`src/rtl/cpu_pipe_pkg.sv`:
```
// Shared definitions for the CPU pipeline stage registers.
package cpu_pipe_pkg;

    localparam int unsigned PC_W_DEF   = 32;
    localparam int unsigned INST_W_DEF = 32;
    localparam logic [31:0] NOP_INST_DEF = 32'h0000_0000;

    // Occupancy of a 2-entry stage register; the encoding doubles as the occ count.
    typedef enum logic [1:0] {
        OCC_EMPTY = 2'd0,
        OCC_ONE   = 2'd1,
        OCC_FULL  = 2'd2
    } occ_e;

endpackage

```
`src/rtl/pipe_slot.sv`:
```
// Valid-tagged data register with load and clear; clear wins over load.
module pipe_slot #(
    parameter int unsigned W = 64
) (
    input  logic         clk,
    input  logic         rst,
    input  logic         load,
    input  logic         clear,
    input  logic [W-1:0] d,
    output logic         valid,
    output logic [W-1:0] q
);

    // Clear only drops the valid tag; the data word is kept.
    always_ff @(posedge clk) begin
        if (!rst) begin
            valid <= 1'b0;
            q     <= '0;
        end else if (clear) begin
            valid <= 1'b0;
        end else if (load) begin
            valid <= 1'b1;
            q     <= d;
        end
    end

endmodule

```
`src/rtl/if_id_skid_reg.sv`:
```
// IF/ID pipeline register: valid/ready handshake, 2-entry skid buffer,
// stall, branch flush and a saturating bubble counter.
module if_id_skid_reg
    import cpu_pipe_pkg::*;
#(
    parameter int unsigned      PC_W     = PC_W_DEF,
    parameter int unsigned      INST_W   = INST_W_DEF,
    parameter logic [INST_W-1:0] NOP_INST = INST_W'(NOP_INST_DEF),
    parameter int unsigned      CNT_W    = 16
) (
    input  logic              clk,
    input  logic              rst,
    input  logic              in_valid,
    output logic              in_ready,
    input  logic [PC_W-1:0]   in_pc_4,
    input  logic [INST_W-1:0] in_inst,
    output logic              out_valid,
    input  logic              out_ready,
    output logic [PC_W-1:0]   out_pc_4,
    output logic [INST_W-1:0] out_inst,
    input  logic              stall,
    input  logic              flush,
    output logic [1:0]        occ,
    output logic [CNT_W-1:0]  bubble_cnt
);

    localparam int unsigned SLOT_W = PC_W + INST_W;

    occ_e              occ_q;
    occ_e              occ_nxt;
    logic              accept;
    logic              consume;
    logic              main_load;
    logic              main_clr;
    logic              skid_load;
    logic              skid_clr;
    logic              skid_valid;
    logic [SLOT_W-1:0] in_d;
    logic [SLOT_W-1:0] main_d;
    logic [SLOT_W-1:0] main_q;
    logic [SLOT_W-1:0] skid_q;

    assign accept  = in_valid & in_ready;
    assign consume = out_valid & out_ready & ~stall;
    assign in_d    = {in_pc_4, in_inst};
    // A held skid entry is always older than the incoming word, so it refills main first.
    assign main_d  = skid_valid ? skid_q : in_d;

    always_comb begin
        occ_nxt   = occ_q;
        main_load = 1'b0;
        main_clr  = 1'b0;
        skid_load = 1'b0;
        skid_clr  = 1'b0;
        case (occ_q)
            OCC_EMPTY: begin
                if (accept) begin
                    main_load = 1'b1;
                    occ_nxt   = OCC_ONE;
                end
            end
            OCC_ONE: begin
                if (accept && consume) begin
                    main_load = 1'b1;
                end else if (accept) begin
                    skid_load = 1'b1;
                    occ_nxt   = OCC_FULL;
                end else if (consume) begin
                    main_clr = 1'b1;
                    occ_nxt  = OCC_EMPTY;
                end
            end
            OCC_FULL: begin
                if (consume) begin
                    main_load = 1'b1;
                    skid_clr  = 1'b1;
                    occ_nxt   = OCC_ONE;
                end
            end
            default: occ_nxt = OCC_EMPTY;
        endcase
        // Flush drops everything, including a word accepted this cycle.
        if (flush) begin
            main_load = 1'b0;
            skid_load = 1'b0;
            main_clr  = 1'b1;
            skid_clr  = 1'b1;
            occ_nxt   = OCC_EMPTY;
        end
    end

    always_ff @(posedge clk) begin
        if (!rst) begin
            occ_q      <= OCC_EMPTY;
            in_ready   <= 1'b1;
            bubble_cnt <= '0;
        end else begin
            occ_q    <= occ_nxt;
            in_ready <= (occ_nxt != OCC_FULL);
            if (!out_valid && !stall && (bubble_cnt != {CNT_W{1'b1}})) begin
                bubble_cnt <= bubble_cnt + CNT_W'(1);
            end
        end
    end

    pipe_slot #(.W(SLOT_W)) u_main (
        .clk   (clk),
        .rst   (rst),
        .load  (main_load),
        .clear (main_clr),
        .d     (main_d),
        .valid (out_valid),
        .q     (main_q)
    );

    pipe_slot #(.W(SLOT_W)) u_skid (
        .clk   (clk),
        .rst   (rst),
        .load  (skid_load),
        .clear (skid_clr),
        .d     (in_d),
        .valid (skid_valid),
        .q     (skid_q)
    );

    assign occ      = occ_q;
    assign out_pc_4 = main_q[SLOT_W-1 -: PC_W];
    assign out_inst = out_valid ? main_q[INST_W-1:0] : NOP_INST;

endmodule

```
`config.mk`:
```
export PLATFORM = sky130hd
export DESIGN_NAME = if_id_skid_reg
export DESIGN_NICKNAME = d
export VERILOG_FILES = /design/src/rtl/cpu_pipe_pkg.sv /design/src/rtl/pipe_slot.sv /design/src/rtl/if_id_skid_reg.sv
export SDC_FILE = /design/constraint.sdc
export NUM_CORES = 1
export LEC_CHECK = 0
export ABC_AREA = 1
export BUFFER_PORTS_ARGS = -buffer_cell sky130_fd_sc_hd__clkbuf_2
export CAP_MARGIN = 20
export CORE_MARGIN = 4
export CORE_UTILIZATION = 54
export DETAILED_ROUTE_END_ITERATION = 12
export PLACE_DENSITY = 0.83
export SLEW_MARGIN = 20
export SYNTH_ARGS = -nofsm -noshare
export SYNTH_HDL_FRONTEND = slang
export SYNTH_SLANG_ARGS = --single-unit
```
`constraint.sdc`:
```
create_clock -name clk -period 2.12 [get_ports clk]
set_clock_uncertainty 0.05 [all_clocks]
set_input_delay 0.106 -clock clk [delete_from_list [all_inputs] [get_ports clk]]
set_output_delay 0.106 -clock clk [all_outputs]
set_load 0.1 [all_outputs]
```
==> flow_summary.ini <==
[outcome]
status = complete, no violations

[floorplanning]
die_area_um2 = 14700
initial_core_util_pct = 55.0
fp.dieW_um = 121
pin_count = 154
die_h_um = 121
rows = 41
fp.coreArea_um2 = 12600

[power]
powerDensity_nw_per_um2 = 812
p_leak_nw = 3.88
p_total_mw = 7.09
max-vdd-ir-drop_uv = 569

[placement]
dp_hpwl_mm = 10.6
gp_congestion = 0.856
port_buffers = 153

[yosys]
synth_area_um2 = 6940
synth-warning-count = 0
syn_nets = 1057
ys_types = 25
synth_area_per_cell_um2 = 7.04
yosysSeqAreaShare_pct = 43.0
ys_seq_elements = 149
synthCells = 986

[global_route]
grt_pass1_vias = 6317
grt_max_degree = 130
grt_pass1_wl_mm = 29.7
grt_overflow = 0
track_usage_pct = 24.9
antenna_found_initial = 0

[timing]
finalHoldViolCount = 0
relSlewSlack_pct = 61.9
setup-tns-final_ps = 0
rsz0062_at_grt = no
worstMarginPinSlew_ps = 573
fmax_ghz = 0.547
maxSlewViolCount = 0
finalCritPeriodShare_pct = 86.2
layout_min_cycle_time_ps = 1830
report.final.setup_viol = 0

[clock_tree]
cts_root_buf = clkbuf_16
path_clk_slew_ps = 60
tritoncts = done
cts_resized = 0
cts_setup_buffers = 0
numCtsBuffers = 17
clkLatencyLatePin_ps = 410
cts_buffer_depth = 2
h-tree-depth = 4
cts.sinks = 149

[setup_path]
worstPathMaxFanout = 21
critPathBufInv = 3
worstSetupEndpointType = output pin
critPathKind = reg -> out
startpoint_type = flip-flop
cp.arrival_ps = 1670
required_ps = 1960
path_cells = buf_4, nand2_1, inv_1, clkbuf_2
cp_slowest_cell = clkbuf_2
cp_top_family = buffers and inverters
slowest_delay_ps = 450

[routing]
vias = 6839
dr.pass1.iters = 5
wirelength_mm = 18.2
drc_errors = 0
drt_iter0_drc = 467
viasPerCell = 5.18
antenna_left = 0
post_drt_wl_per_cell_um = 13.8

[worst_hold_path]
hold_path.class = in -> reg

[cells_and_area]
area_delta_synth_final_pct = 25.9
final_nets = 1207
fin_util_pct = 69.2
antenna_cells = 0
drive_above_1_share_pct = 18.7

[flow_run]
maxCapViolations = 0
==> final cells by class <==
class	count	area, um^2
well taps	172	215
flip-flops and latches	149	2990
repair buffers	233	1590
multi-input cells	619	2880
fillers	993	3890
clock inverters	9	151
clock buffers	21	470
inverters	116	437
==> metal layers <==
metal  share of wire [%]  vias to the layer above  global-route usage [%]
met1                  42                     3087                    30.3
met3                 6.0                       53                    5.17
met5                   0                        -                       0
met4                 3.1                        0                    10.6
li1                    -                     3439                       -
met2                  49                      260                    42.5
==> Yosys cell counts (all sizes together) <==
master	number	share of area, %
nor3	1	0.072
inv	116	6.3
xor2	4	0.50
o21ai	131	9.5
nor2	34	2.2
buf	68	7.5
nand3	79	5.8
nand4	5	0.45
o211ai	1	0.11
xnor2	2	0.25
clkbuf	34	1.8
dfxtp	149	43
ha	1	0.18
nand2	217	12
nand3b	1	0.11
a21oi	143	10
==> what timing repair did <==
| item | in CTS | in global routing |
|---|---|---|
| hold buffers | 64 | 0 |
| endpoints found under the hold margin | 64 | 0 |
| setup endpoints to repair | 0 | 0 |
==> sequential cells by signal, summed over array words and instances (netlist names) <==
register      count
bubble_cnt       16
in_ready          1
u_skid.q         64
u_main.q         64
u_main.valid      1
u_skid.valid      1
occ               2
==> power breakdown <==
group          switching, mW  leakage, nW  internal, mW
clock                   1.13        0.305          2.05
sequential            0.0490         1.21          2.90
combinational          0.668         2.37         0.295
total                   1.85         3.88          5.24
==> through the flow <==
step,setup WS [ps],area (um^2),cells,hold slack (ps)
6_report,292,8730,1319,47.4
5_1_grt,185,8730,1319,64.8
4_1_cts,266,8730,1319,29.1
3_5_place_dp,446,7470,1225,359
3_3_place_gp,509,7470,1225,350
2_1_floorplan,0.977,6940,986,230
==> path summary, 6_finish.rpt <==
path             endpoint         start  slack, ps  depth (start not counted)
max           out_inst[0]  u_main.valid        290                          4
min reg2reg  u_skid.q[28]  u_skid.q[28]        400                          2
max reg2reg  u_main.q[56]  u_main.valid        340                          7
min          u_main.valid         flush         50                          4
==> cell usage in the layout, fill, tap and decap left out, drive strengths merged <==
master,n
inv,115
nand3b,1
o21ai,131
dlygate4sd3,64
clkbuf,174
clkinvlp,1
buf,16
a21oi,143
nand3,79
dfxtp,149
nor2,34
ha,1
o211ai,1
nand4,5
nand2,217
xnor2,2
bufinv,4
clkinv,5
nor3,1
xor2,4
==> worst reg2reg max path: stages, from the launching register on <==
cell	delay, ps
dfxtp_2	370
nand2_2	70
nor2_4	170
nor2_4	70
nor2_4	110
buf_4	440
nand3_1	180
a21oi_1	240
==> logic make-up after synthesis <==
family          after synthesis  share of synthesized area [%]
buf+inv                     218                           15.7
flops                       149                           43.0
simple gates                337                           20.5
compound gates              275                           19.9
fa+ha+maj                     1                          0.180
xor+xnor                      6                          0.757
(Power assumes the default switching activity.)
